## src/rtl/alu_accu_param_if.sv

```systemverilog
// Request channel of the accumulator ALU: valid/ready handshake plus opcode and immediate operand.
interface alu_accu_param_if #(
    parameter int WIDTH = 7
);
    logic             op_valid;
    logic             op_ready;
    logic [3:0]       opcode;
    logic [WIDTH-1:0] operand;

    modport master (output op_valid, output opcode, output operand, input  op_ready);
    modport slave  (input  op_valid, input  opcode, input  operand, output op_ready);
endinterface

```

## src/rtl/alu_accu_param.sv

```systemverilog
// Parametrised accumulator ALU: single-cycle LOAD/ADD/SUB/logic/shift ops with status flags.
// Optional shift-add multiplier (opcode 10) is compiled in only when ALU_MUL_EN is defined.
module alu_accu_param #(
    parameter int WIDTH = 7
) (
    input  logic               clk,
    input  logic               rst_n,
    alu_accu_param_if.slave    bus,
    output logic [WIDTH-1:0]   accu,
    output logic               carry,
    output logic               ovf,
    output logic               zero,
    output logic               neg,
    output logic               busy,
    output logic               done
);
    localparam int MSB = WIDTH - 1;
    localparam int CW  = $clog2(WIDTH + 1);

    typedef enum logic [3:0] {
        OP_NOP  = 4'd0,
        OP_LOAD = 4'd1,
        OP_ADD  = 4'd2,
        OP_SUB  = 4'd3,
        OP_AND  = 4'd4,
        OP_OR   = 4'd5,
        OP_XOR  = 4'd6,
        OP_SHL  = 4'd7,
        OP_SHR  = 4'd8,
        OP_CLC  = 4'd9,
        OP_MUL  = 4'd10
    } opcode_e;

    logic [WIDTH-1:0] r_accu;
    logic             r_carry;
    logic             r_ovf;
    logic             r_done;

    logic             w_accept;
    logic             w_op_ready;
    logic             w_busy;
    logic             w_mul_start;
    logic [WIDTH:0]   w_add;
    logic [WIDTH-1:0] w_sub;
    logic [WIDTH-1:0] w_accu_nxt;
    logic             w_carry_nxt;
    logic             w_ovf_nxt;

    assign w_accept = bus.op_valid && w_op_ready;

    // Carry-in participates in ADD, so the WIDTH+1 bit sum yields carry-out directly.
    assign w_add = {1'b0, r_accu} + {1'b0, bus.operand} + {{WIDTH{1'b0}}, r_carry};
    assign w_sub = r_accu - bus.operand;

    // NOTE: every output of this block gets a default first, so no latch is inferred.
    always_comb begin
        w_accu_nxt  = r_accu;
        w_carry_nxt = r_carry;
        w_ovf_nxt   = r_ovf;
        case (bus.opcode)
            OP_LOAD: begin
                w_accu_nxt = bus.operand;
                w_ovf_nxt  = 1'b0;
            end
            OP_ADD: begin
                w_accu_nxt  = w_add[WIDTH-1:0];
                w_carry_nxt = w_add[WIDTH];
                w_ovf_nxt   = (r_accu[MSB] == bus.operand[MSB]) && (w_add[MSB] != r_accu[MSB]);
            end
            OP_SUB: begin
                w_accu_nxt  = w_sub;
                w_carry_nxt = (bus.operand > r_accu);
                w_ovf_nxt   = (r_accu[MSB] != bus.operand[MSB]) && (w_sub[MSB] != r_accu[MSB]);
            end
            OP_AND: begin
                w_accu_nxt = r_accu & bus.operand;
                w_ovf_nxt  = 1'b0;
            end
            OP_OR: begin
                w_accu_nxt = r_accu | bus.operand;
                w_ovf_nxt  = 1'b0;
            end
            OP_XOR: begin
                w_accu_nxt = r_accu ^ bus.operand;
                w_ovf_nxt  = 1'b0;
            end
            OP_SHL: begin
                w_accu_nxt  = {r_accu[WIDTH-2:0], 1'b0};
                w_carry_nxt = r_accu[MSB];
                w_ovf_nxt   = 1'b0;
            end
            OP_SHR: begin
                w_accu_nxt  = {1'b0, r_accu[WIDTH-1:1]};
                w_carry_nxt = r_accu[0];
                w_ovf_nxt   = 1'b0;
            end
            OP_CLC: begin
                w_carry_nxt = 1'b0;
                w_ovf_nxt   = 1'b0;
            end
            default: ;
        endcase
    end

`ifdef ALU_MUL_EN
    typedef enum logic {S_IDLE, S_MUL} state_e;

    localparam logic [CW-1:0] CNT_LAST = CW'(WIDTH - 1);

    state_e             r_state;
    state_e             w_state_nxt;
    logic [2*WIDTH-1:0] r_prod;
    logic [2*WIDTH-1:0] w_prod_nxt;
    logic [CW-1:0]      r_cnt;
    logic [WIDTH:0]     w_psum;
    logic               w_mul_last;

    always_ff @(posedge clk or negedge rst_n) begin
        if (!rst_n) r_state <= S_IDLE;
        else        r_state <= w_state_nxt;
    end

    always_comb begin
        w_state_nxt = r_state;
        w_op_ready  = 1'b0;
        w_busy      = 1'b0;
        w_mul_start = 1'b0;
        w_mul_last  = 1'b0;
        case (r_state)
            S_IDLE: begin
                w_op_ready = 1'b1;
                if (bus.op_valid && bus.opcode == OP_MUL) begin
                    w_mul_start = 1'b1;
                    w_state_nxt = S_MUL;
                end
            end
            S_MUL: begin
                w_busy = 1'b1;
                if (r_cnt == CNT_LAST) begin
                    w_mul_last  = 1'b1;
                    w_state_nxt = S_IDLE;
                end
            end
            default: w_state_nxt = S_IDLE;
        endcase
    end

    // The accumulator is frozen during MUL, so it serves as the multiplicand; the
    // multiplier rides in the low half of r_prod and is consumed LSB first.
    assign w_psum     = {1'b0, r_prod[2*WIDTH-1:WIDTH]} + (r_prod[0] ? {1'b0, r_accu} : '0);
    assign w_prod_nxt = {w_psum, r_prod[WIDTH-1:1]};

    always_ff @(posedge clk or negedge rst_n) begin
        if (!rst_n) begin
            r_prod <= '0;
            r_cnt  <= '0;
        end else if (w_mul_start) begin
            r_prod <= {{WIDTH{1'b0}}, bus.operand};
            r_cnt  <= '0;
        end else if (w_busy) begin
            r_prod <= w_prod_nxt;
            r_cnt  <= r_cnt + CW'(1);
        end
    end
`else
    assign w_op_ready  = 1'b1;
    assign w_busy      = 1'b0;
    assign w_mul_start = 1'b0;
`endif

    // NOTE: sequential state uses non-blocking assignments so all registers update together.
    always_ff @(posedge clk or negedge rst_n) begin
        if (!rst_n) begin
            r_accu  <= '0;
            r_carry <= 1'b0;
            r_ovf   <= 1'b0;
            r_done  <= 1'b0;
        end else begin
            r_done <= 1'b0;
            if (w_accept && !w_mul_start) begin
                r_accu  <= w_accu_nxt;
                r_carry <= w_carry_nxt;
                r_ovf   <= w_ovf_nxt;
                r_done  <= 1'b1;
            end
`ifdef ALU_MUL_EN
            else if (w_mul_last) begin
                r_accu  <= w_prod_nxt[WIDTH-1:0];
                r_carry <= |w_prod_nxt[2*WIDTH-1:WIDTH];
                r_ovf   <= 1'b0;
                r_done  <= 1'b1;
            end
`endif
        end
    end

    assign bus.op_ready = w_op_ready;
    assign accu         = r_accu;
    assign carry        = r_carry;
    assign ovf          = r_ovf;
    assign zero         = (r_accu == '0);
    assign neg          = r_accu[MSB];
    assign busy         = w_busy;
    assign done         = r_done;
endmodule

```

## src/flat_wrapper.sv

```systemverilog
// flat-port wrapper written by rule: the top's interface ports become plain ports
module alu_accu_param_flat 
#(
    parameter int WIDTH = 7
)
  (clk, rst_n, accu, carry, ovf, zero, neg, busy, done, bus_op_valid, bus_opcode, bus_operand, bus_op_ready);
  alu_accu_param_if #(.WIDTH(WIDTH)) bus_i ();
  input  logic clk;
  input  logic rst_n;
  output logic [WIDTH-1:0] accu;
  output logic carry;
  output logic ovf;
  output logic zero;
  output logic neg;
  output logic busy;
  output logic done;
  input wire logic [$bits(bus_i.op_valid)-1:0] bus_op_valid;
  input wire logic [$bits(bus_i.opcode)-1:0] bus_opcode;
  input wire logic [$bits(bus_i.operand)-1:0] bus_operand;
  output wire logic [$bits(bus_i.op_ready)-1:0] bus_op_ready;
  assign bus_i.op_valid = bus_op_valid;
  assign bus_i.opcode = bus_opcode;
  assign bus_i.operand = bus_operand;
  assign bus_op_ready = bus_i.op_ready;
  alu_accu_param #(.WIDTH(WIDTH)) u_core (.clk(clk), .rst_n(rst_n), .bus(bus_i), .accu(accu), .carry(carry), .ovf(ovf), .zero(zero), .neg(neg), .busy(busy), .done(done));
endmodule
```

## config.mk

```make
export PLATFORM = sky130hd
export DESIGN_NAME = alu_accu_param_flat
export DESIGN_NICKNAME = d
export VERILOG_FILES = /design/src/rtl/alu_accu_param_if.sv /design/src/rtl/alu_accu_param.sv /design/src/flat_wrapper.sv
export SDC_FILE = /design/constraint.sdc
export NUM_CORES = 1
export LEC_CHECK = 0
export ABC_CLOCK_PERIOD_IN_PS = 6800
export CAP_MARGIN = 20
export CORE_MARGIN = 8
export CORE_UTILIZATION = 57
export CTS_BUF_LIST = sky130_fd_sc_hd__clkbuf_4 sky130_fd_sc_hd__clkbuf_8 sky130_fd_sc_hd__clkbuf_16
export CTS_CLUSTER_SIZE = 30
export DETAILED_ROUTE_END_ITERATION = 16
export HOLD_SLACK_MARGIN = 0.02
export PLACE_DENSITY_LB_ADDON = 0.3
export SYNTH_ARGS = -nofsm -noshare
export SYNTH_HDL_FRONTEND = slang
export SYNTH_SLANG_ARGS = --single-unit
export TNS_END_PERCENT = 20
```

## constraint.sdc

```tcl
create_clock -name clk -period 6.8 [get_ports clk]
set_input_delay 1.36 -clock clk [delete_from_list [all_inputs] [get_ports clk]]
set_output_delay 1.36 -clock clk [all_outputs]
set_load 0.05 [all_outputs]
```

======== Yosys cells after proc, flatten, opt, wreduce, memory -nomap -nowiden ========
Index checks and enable logic that the tools add are counted.
word-level totals
  register bits ........................... 10
  input port bits ......................... 14
  output and inout bits ................... 14
  logic and storage cells ................. 38
cells by class
  $add $sub $neg .......................... 3
  magnitude comparators ................... 1
  eq/ne operators ......................... 13
  mux-type cells .......................... 4
  bitwise gates (word level) .............. 3
  reduce and logical (&&, ||, !) cells .... 10
operator list
  cell                                                                   number
  7-bit case mux with 8 select lines                                     1
  4-bit by 3-bit equality test with 1-bit output, second input constant  4
  7-bit by 7-bit adder with 8-bit output                                 1
  8-bit by 1-bit adder with 8-bit output                                 1
  4-bit by 2-bit equality test with 1-bit output, second input constant  2
  4-bit equality test, second input constant                             2
  8-bit nonzero test                                                     1
  7-bit AND                                                              1
  7-bit greater-than comparator                                          1
  7-bit logical NOT                                                      1
  7-bit bitwise OR                                                       1
  7-bit OR reduction                                                     1
  7-bit subtractor                                                       1
  7-bit XOR                                                              1
  2-bit AND reduction                                                    3
  1-bit case mux with 5 select lines                                     1
  5-bit nonzero test                                                     1
  4-bit by 1-bit equality test with 1-bit output, second input constant  1
  1-bit inequality test                                                  3
  1-bit case mux with 3 select lines                                     1
  3-bit nonzero test                                                     1
  1-bit logical AND                                                      2
  1-bit equality test                                                    1
  1-bit two-way mux                                                      1

======== Logic depth before layout (Yosys ltp) ========
Gate-level depths: netlist (run 1).
  depth after elaboration ................. 5
  gate-level depth with buffers ........... 9
  mapped depth without buffers ............ 8

======== Worst setup path before layout (run 1) ========
Ideal clock, no wire load.
  path type ............................... register to output
  start point ............................. reg u_core.r_accu[1], in the netlist u_core.accu[1]
  end point ............................... out zero
  data arrival time ....................... 2.382 ns
  required time ........................... 5.440 ns
  setup slack ............................. 3.058 ns
  cell stages (with the launch flop) ...... 4
  path buffers ............................ 0
  cells stage by stage .................... dfrtp_1 -> inv_1 -> nand4_1 -> nor4_1
on the way
  cells in the longest elaborated chain, start to end .. 1
ends and longest elaborated chain
  what                      line                   RTL
  start: declaration        alu_accu_param.sv:34   logic [WIDTH-1:0] r_accu;
  start signal: assignment  alu_accu_param.sv:181  r_accu <= w_accu_nxt;
  7-bit logical NOT         alu_accu_param.sv:201  assign zero = (r_accu == '0);
  end: declaration          flat_wrapper.sv:13     output logic zero;
Every way passes these cells.

======== Worst setup path in the final report (run 1) ========
  start point ............................. in bus_opcode[0]
  end point ............................... reg u_core.r_accu[4], in the netlist u_core.accu[4]
on the way
  cells in the longest elaborated chain, start to end .. 3
  elaborated cells on any way between the ends .. 11
  classes of those cells .................. eq/ne (8); mux (1); reduce/logical (2)
ends and longest elaborated chain
  what                                                                    line                  RTL
  start: declaration                                                      flat_wrapper.sv:18    input wire logic [$bits(bus_i.opcode)-1:0] bus_opcode;
  4-bit by 1-bit equality test with 1-bit output (tied with other cells)  alu_accu_param.sv:60  case (bus.opcode)
  8-bit nonzero test (no source line)                                     --
  2-bit AND reduction (no source line)                                    --
Parallel ways exist; a longest one is shown, timed or not.
A chain may end at the register's enable or synchronous reset.

==> results.cfg, run 1 <==
[status]
status = finished, final reports clean

[routing]
wirelength_um = 5671
via_count = 2015
ant_nets = 0
wl_per_cell_um = 18.47
drtPass1Iterations = 5
vias_per_cell = 6.564
drcViolationCount = 0
drtIter0Drc = 263

[timing]
slew_headroom = 0.2947
finalSetupViolations = 0
setup_slack_ns = 2.959
hold_viol = 0
fin_skew_ns = 0.007098
period_needed_ns = 3.841
max_slew.worst_pin.slew_ns = 1.055
timing.setup.tns_ns = 0
holdWs_ns = 0.5192
rsz0062_at_grt = false
final_max_slew_viol_count = 0
fmax_ghz = 0.2604
fin_crit_sh = 0.5648

[synthesis]
synth_fp_nets = 292
synthDistinctLibCells = 59
synthCells = 254
ys_async_sr_fraction = 1.000
synth_top_area_cell = ha_1
netlist_area_um2 = 1922
yosysWarnings = 0
synth_edf_count = 0
netlist_top_cells_area = ha_1, dfrtp_1, a21oi_1, inv_1, nor2_1
synth_top_area_frac = 0.1367
avgSynthCellArea_um2 = 7.566
ys_seq_elements = 10
yosysSeqAreaShare = 0.1302
synth-main-ff-cell = dfrtp_1
synthTopCellsByCount = ha_1, inv_1, nor2_1

[clock_tree]
cts_tree = built
clockBufferDepth = 2
cts_hold_buf = 0
clock_sinks = 10
clk_pin_slew_worst_paths_ns = 0.09
clk_latency_ns = 0.28
root_buffer = clkbuf_4
cts.repair.resized = 0
cts_setup_buffers = 0
cts_htree_levels = 1
cts_made_buffers = 3

[worst_setup_path]
crit_type = in -> reg
start_kind = input port
path_cells = clkdlybuf4s50_1 > clkinv_1 > mux4_2 > o21a_1 > a31oi_1
critPathCaptureType = register
cp.required_ns = 7.00
max_stage_delay_ns = 1.17
cpMaxStageDelayCell = clkdlybuf4s50_1
worstPathArrival_ns = 4.04
cp_max_fo = 29

[die]
die_h_um = 74.07
fp.dieW_um = 74.07
boundaryPins = 28
initial_core_util = 0.5851
num_rows = 21
dieArea_um2 = 5486
core-area_um2 = 3284

[power]
leakage_nw = 0.9243
totalPowerFinal_w = 0.0004733
cellPowerDensity_nw_per_um2 = 219.5
vdd_drop_max_mv = 0.1043

[global_routing]
grt_pass1_wl_um = 9059
antenna_found_initial = 0
first_global_vias = 1814
grt_overflow = 0
grtUsageTotal = 0.2108
grt_start_max_net_pins = 30

[placement]
dp_worst_setup_slack_ns = 2.761
place.gp.congestion = 1.045
placed_cells = 303
numPortBuffers = 25
dp_hpwl_um = 4184

[cells_and_area]
diodes = 0
finish.net_count = 300
stdcell_count = 307
area_growth_pct = 12.17
layout-drive-gt1-share = 0.06897

[hold_path]
hold_path.class = reg -> reg

[flow_run]
drv_cap = 0
## routing by layer
metal,track usage,routed length [µm],part of all wire
met5,0,0,0
met4,0.09313,114,0.020
met3,0.03504,677,0.12
met2,0.3203,2532,0.45
met1,0.2833,2346,0.41
## path summary, 6_finish.rpt
path | start | end | slack [ns] | depth (start not counted)
max in group asynchronous | rst_n | u_core.accu[4] | 4.99 | 1
hold / removal | u_core.ovf | u_core.ovf | 0.52 | 1
setup / recovery | bus_opcode[0] | u_core.accu[4] | 2.96 | 5
setup reg to reg | u_core.accu[0] | u_core.ovf | 4.14 | 8
min in group asynchronous | rst_n | u_core.ovf | 1.43 | 1
hold reg to reg | u_core.ovf | u_core.ovf | 0.52 | 1
## sequential cells by signal, summed over array words and instances, names as in the netlist
signal / count
u_core.ovf: 1
u_core.done: 1
u_core.accu: 7
u_core.carry: 1
## where the power goes
part / switching [W] / internal, W / leakage, nW / total, W
combinational: 0.000198 / 0.000121 / 0.788 / 0.000319
sequential: 0.0000226 / 0.0000717 / 0.116 / 0.0000943
clock: 0.0000273 / 0.0000326 / 0.0210 / 0.0000600
## worst max-delay path, delay by kind of cell
kind	cells	cell delay, ns
muxes	1	0.59
buffers and inverters	2	1.75
AOI/OAI and AO/OA	2	0.34
## cell families after synthesis
| group | after synthesis | share of synthesized area |
|---|---|---|
| buf+inv | 44 | 0.1003 |
| mux | 12 | 0.07161 |
| fa+ha+maj | 24 | 0.1680 |
| simple gates | 79 | 0.2194 |
| compound gates | 81 | 0.2975 |
| other cells | 2 | 0.003908 |
| xor+xnor | 2 | 0.009116 |
| flops | 10 | 0.1302 |
## final cells by class
cell class / count / area (µm²)
fill: 306 / 1129
sequential: 10 / 250.2
timing repair buffer: 25 / 250.2
multi-input combinational: 200 / 1479
tap: 46 / 57.56
inverter: 22 / 82.58
clock buffer: 4 / 36.28
## cells in the final DEF, fill, tap and decap left out, drive strengths merged, types with 5 or more instances in the layout
cell type / synthesis / final
a21oi: 16 / 16
a31oi: 6 / 6
clkdlybuf4s50: 0 / 25
dfrtp: 10 / 10
ha: 21 / 21
inv: 21 / 21
mux2i: 7 / 7
nand2: 9 / 9
nand2b: 6 / 6
nand3: 5 / 5
nor2: 20 / 20
nor3: 12 / 12
nor4: 5 / 5
o21ai: 11 / 11
o22ai: 9 / 9
## through the flow
stage | utilization | cell area (µm²)
floorplan | - | 1922
global placement | 0.6453 | 2120
detailed placement | 0.6453 | 2120
CTS | 0.6564 | 2156
global route | 0.6564 | 2156
finish | 0.6564 | 2156
No activity file was read; power rests on OpenSTA's default activity.
==> run 2, diff against run 1 <==
--- a/config.mk
+++ b/config.mk
@@ -5,10 +5,10 @@
 export SDC_FILE = /design/constraint.sdc
 export NUM_CORES = 1
 export LEC_CHECK = 0
-export ABC_CLOCK_PERIOD_IN_PS = 6800
+export ABC_CLOCK_PERIOD_IN_PS = 3900
 export CAP_MARGIN = 20
 export CORE_MARGIN = 8
-export CORE_UTILIZATION = 57
+export CORE_UTILIZATION = 56
 export CTS_BUF_LIST = sky130_fd_sc_hd__clkbuf_4 sky130_fd_sc_hd__clkbuf_8 sky130_fd_sc_hd__clkbuf_16
 export CTS_CLUSTER_SIZE = 30
 export DETAILED_ROUTE_END_ITERATION = 16
==> constraint.sdc (replaced) <==
create_clock -name clk -period 3.9 [get_ports clk]
set_input_delay 0.78 -clock clk [delete_from_list [all_inputs] [get_ports clk]]
set_output_delay 0.78 -clock clk [all_outputs]
set_load 0.05 [all_outputs]
==> run 2 against run 1 <==
Net effect: clock power rose by 75%; largest cell class unchanged; critical path depth grew 3; first-iteration DRC count decreased by 20%; highest routed layer unchanged; non-clock buffer count rose by 7.
==> results.cfg, run 2 (synthesized netlist as in run 1, its figures left out) <==
[status]
status = finished, final reports clean

[placement]
numPortBuffers = 25
dp_hpwl_um = 4408
place.gp.congestion = 0.9619
place_area_um2 = 2172
dp_worst_setup_slack_ns = 0.5260

[timing]
final_max_slew_viol_count = 0
slew_headroom = 0.5890
finalSetupViolations = 0
hold_viol = 0
fin_skew_ns = 0.01092
setup_slack_ns = 0.8168
holdWs_ns = 0.5258
rsz0062_at_grt = false
max_slew.worst_pin.slew_ns = 0.6146
fin_crit_sh = 0.7906
fmax_ghz = 0.3243
timing.setup.tns_ns = 0
period_needed_ns = 3.083

[die]
initial_core_util = 0.5805
core-area_um2 = 3311
boundaryPins = 28
dieArea_um2 = 5562
num_rows = 21
fp.dieW_um = 74.58
die_h_um = 74.58

[cells_and_area]
layout-drive-gt1-share = 0.09328
final_area_um2 = 2208
final_cell_mix = clkdlybuf4s50_1, inv_1, ha_1, nor2_1, a21oi_1
largest_reg_flops = 7
finish.net_count = 307
diodes = 0
final_common_cell = clkdlybuf4s50_1
area_growth_pct = 14.91

[hold_path]
hold_end = u_core.ovf
hold_path.class = reg -> reg
worstHoldStart = u_core.ovf
whs_path_depth = 1

[flow_run]
drv_cap = 0

[global_routing]
grt_pass1_wl_um = 9715
first_global_vias = 1955
grt_start_max_net_pins = 25
antenna_found_initial = 0
grtUsageTotal = 0.2235
grt_overflow = 0

[worst_setup_path]
critPathCaptureType = register
rrSetupSlack_ns = 1.24
rr_endpoint = u_core.ovf
reg2reg_depth = 8
r2r_start = u_core.accu[0]
worstPathArrival_ns = 3.26
start_kind = input port
crit_type = in -> reg
cp.required_ns = 4.08
cp_max_fo = 4

[power]
vdd_drop_max_mv = 0.1659
totalPowerFinal_w = 0.0008339
leakage_nw = 0.9588
cellPowerDensity_nw_per_um2 = 377.6

[routing]
ant_nets = 0
via_count = 2060
wl_per_cell_um = 18.86
wirelength_um = 5923
drtPass1Iterations = 4
drcViolationCount = 0
vias_per_cell = 6.561
drtIter0Drc = 210

[clock_tree]
cts_htree_levels = 1
clk_latency_ns = 0.29
cts_hold_buf = 0
clock_sinks = 10
clockBufferDepth = 2
cts_tree = built
root_buffer = clkbuf_4
clk_pin_slew_worst_paths_ns = 0.09
cts.repair.resized = 0
cts_made_buffers = 3
cts_setup_buffers = 0
==> run 2: metal layers <==
metal | track usage | share of wire | vias to the layer above
li1 | - | - | 958
met1 | 0.2965 | 0.43 | 973
met2 | 0.3562 | 0.46 | 119
met3 | 0.03639 | 0.093 | 10
met4 | 0.07174 | 0.017 | 0
met5 | 0 | 0 | -
==> run 2: how the worst max path moves through the flow <==
stage	startpoint	to	slack [ns]	cells past startpoint
global route	bus_operand[0]	u_core.ovf	0.62	8
CTS	bus_operand[0]	u_core.ovf	0.82	8
finish	bus_operand[0]	u_core.ovf	0.82	8
global placement	bus_operand[0]	u_core.ovf	0.59	8
detailed placement	bus_operand[0]	u_core.ovf	0.53	8
floorplan	u_core.accu[1]	zero	0.74	3
==> run 2: area by class of cell <==
class / instances / area (µm²)
Sequential cell: 10 / 250.2
Fill cell: 307 / 1102
Inverter: 22 / 82.58
Timing Repair Buffer: 32 / 302.8
Multi-Input combinational cell: 200 / 1479
Tap cell: 46 / 57.56
Clock buffer: 4 / 36.28
==> run 2: report_power, final <==
part	internal [W]	leakage [nW]	switching, W
logic	0.000215	0.822	0.000347
registers	0.000125	0.116	0.0000414
clock network	0.0000569	0.0210	0.0000482
==> run 2: metrics by stage <==
stage	util	instances
after floorplan	-	254
after global placement	0.6561	310
after detailed placement	0.6561	310
after CTS	0.6670	314
after global routing	0.6670	314
final	0.6670	314
==> run 2: worst max-delay path, cell delays in order <==
cell	delay, ns
clkdlybuf4s50_1	0.51
ha_1	0.27
fa_1	0.42
or2_1	0.26
a211oi_2	0.28
o31ai_1	0.12
mux2_2	0.28
o32a_1	0.34
==> run 3, diff against run 2 <==
--- a/config.mk
+++ b/config.mk
@@ -5,10 +5,10 @@
 export SDC_FILE = /design/constraint.sdc
 export NUM_CORES = 1
 export LEC_CHECK = 0
-export ABC_CLOCK_PERIOD_IN_PS = 3900
+export ABC_CLOCK_PERIOD_IN_PS = 2800
 export CAP_MARGIN = 20
 export CORE_MARGIN = 8
-export CORE_UTILIZATION = 56
+export CORE_UTILIZATION = 50
 export CTS_BUF_LIST = sky130_fd_sc_hd__clkbuf_4 sky130_fd_sc_hd__clkbuf_8 sky130_fd_sc_hd__clkbuf_16
 export CTS_CLUSTER_SIZE = 30
 export DETAILED_ROUTE_END_ITERATION = 16
==> constraint.sdc (replaced) <==
create_clock -name clk -period 2.8 [get_ports clk]
set_input_delay 0.56 -clock clk [delete_from_list [all_inputs] [get_ports clk]]
set_output_delay 0.56 -clock clk [all_outputs]
set_load 0.05 [all_outputs]
==> run 3 against run 2 <==
Net effect: clock power rose by 59%; register-to-register slack got worse by 0.99 ns; core utilization about the same; die area up 9.4%; largest power group unchanged; first-iteration DRC count is 19% higher; non-clock buffer count is 30 higher; sequential power is 31% higher; sequential share of layout area shrank 1.2 points; combinational power grew 59%; wire length grew 6.7%; count of clock-buffer cells in the layout decreased by 1; cell area increased by 11%.
==> results.cfg, run 3 (synthesized netlist as in run 1, its figures left out) <==
[cells_and_area]
post-route-util = 0.6672
final_cell_mix = buf_4, clkdlybuf4s50_1, inv_1, nor2_1, ha_1
final_common_cell = buf_4
area_growth_pct = 28.06
finish.net_count = 337
stdcell_count = 345
largest_reg_flops = 7
layout-drive-gt1-share = 0.1953
diodes = 0

[worst_setup_path]
rrSetupSlack_ns = 0.25
cp.required_ns = 2.92
worstPathArrival_ns = 2.78
path_cells = clkdlybuf4s50_1 > buf_4 > inv_1 > ha_1 > o21ba_2 > nor4_1 > nor3_1 > o32ai_1 > a211oi_2
max_stage_delay_ns = 0.51
critPathTopFamily = compound AO/OA/AOI/OAI gates
critPathCaptureType = register
crit_type = in -> reg
reg2reg_depth = 8
cp_max_fo = 4
r2r_start = u_core.accu[0]
start_kind = input port
cpMaxStageDelayCell = clkdlybuf4s50_1
rr_endpoint = u_core.ovf
critPathBufInv = 3

[power]
cellPowerDensity_nw_per_um2 = 520.2
leakage_nw = 1.114
vdd_drop_max_mv = 0.3378

[timing]
finalSetupViolations = 0
final_max_slew_viol_count = 0
fin_crit_sh = 0.9533
setup_slack_ns = 0.1307
holdWs_ns = 0.5090
hold_viol = 0
rsz0062_at_grt = false
period_needed_ns = 2.669
fin_skew_ns = 0.004574
slew_headroom = 0.6092
max_slew.worst_pin.slew_ns = 0.5843
fmax_ghz = 0.3746

[routing]
drtIter0Drc = 249
drtPass1Iterations = 5
wl_per_cell_um = 18.32
ant_nets = 0
drcViolationCount = 0
via_count = 2218
wirelength_um = 6320
vias_per_cell = 6.429

[clock_tree]
cts_setup_buffers = 0
clk_pin_slew_worst_paths_ns = 0.06
clk_latency_ns = 0.25
clockBufferDepth = 2
root_buffer = clkbuf_8
clock_sinks = 10
cts_htree_levels = 1
cts_tree = built
cts_made_buffers = 3

[hold_path]
hold_path.class = reg -> reg
worstHoldStart = u_core.ovf
hold_end = u_core.ovf
whs_path_depth = 1

[status]
status = finished, final reports clean

[global_routing]
antenna_found_initial = 0
first_global_vias = 2091
grt_overflow = 0
grtUsageTotal = 0.2014
grt_start_max_net_pins = 23
grt_pass1_wl_um = 10160

[die]
initial_core_util = 0.5210
dieArea_um2 = 6083
core-area_um2 = 3689
boundaryPins = 28
fp.dieW_um = 78.00
die_h_um = 78.00
num_rows = 22

[placement]
numPortBuffers = 25
dp_worst_setup_slack_ns = -0.2790
place.gp.congestion = 0.9744
placed_cells = 342
dp_hpwl_um = 4876

[flow_run]
drv_cap = 0
run 3: repair_timing:
action | CTS | global route
hold buffers | 0 | 0
setup endpoints to repair | 1 | 3
gates resized for setup | 2 | 2
run 3: worst max-delay path by stage:
stage	startpoint	to	slack, ns	depth (start not counted)
after CTS	bus_operand[0]	u_core.ovf	0.004	8
after global routing	bus_operand[4]	u_core.accu[5]	0.04	8
after floorplan	u_core.accu[0]	u_core.ovf	0.02	8
after detailed placement	bus_operand[0]	u_core.ovf	-0.28	8
after global placement	bus_operand[0]	u_core.ovf	-0.23	8
final	bus_operand[1]	u_core.accu[5]	0.13	9
run 3: metrics by stage:
step / TNS [ns] / cell area (µm²) / power (W)
after global placement: -0.5528 / 2406 / 0.001071
after floorplan: 0 / 1928 / 0.0007937
after CTS: 0 / 2456 / 0.001257
after detailed placement: -0.8293 / 2406 / 0.001086
final: 0 / 2461 / 0.001280
after global routing: 0 / 2461 / 0.001342
run 3: power breakdown:
part / leakage [nW] / internal (W) / switching, W
clock network: 0.0216 / 0.0000952 / 0.0000715
registers: 0.116 / 0.000175 / 0.0000432
logic: 0.976 / 0.000366 / 0.000530
total: 1.11 / 0.000636 / 0.000645
run 3: layout make-up:
class | instances | area, µm²
Tap cell | 48 | 60.06
Clock buffer | 3 | 41.29
Timing Repair Buffer | 62 | 530.5
Fill cell | 318 | 1227
Multi-Input combinational cell | 200 | 1496
Sequential cell | 10 | 250.2
Inverter | 22 | 82.58
run 3: worst register-to-register path: cells and delay by family (launching register included):
| kind | cells | cell delay, ns |
|---|---|---|
| AOI/OAI and AO/OA | 3 | 0.72 |
| muxes | 1 | 0.28 |
| DFF | 1 | 0.45 |
| buffers and inverters | 1 | 0.13 |
| and+or+nand+nor | 1 | 0.27 |
| adders and majority gates | 2 | 0.60 |
run 3: per-layer routing:
layer	GRT usage	share of wire	up-vias
met3	0.03341	0.092	14
met1	0.2550	0.42	1046
met5	0	0	-
li1	-	-	1013
met2	0.3409	0.46	145
met4	0.05926	0.021	0
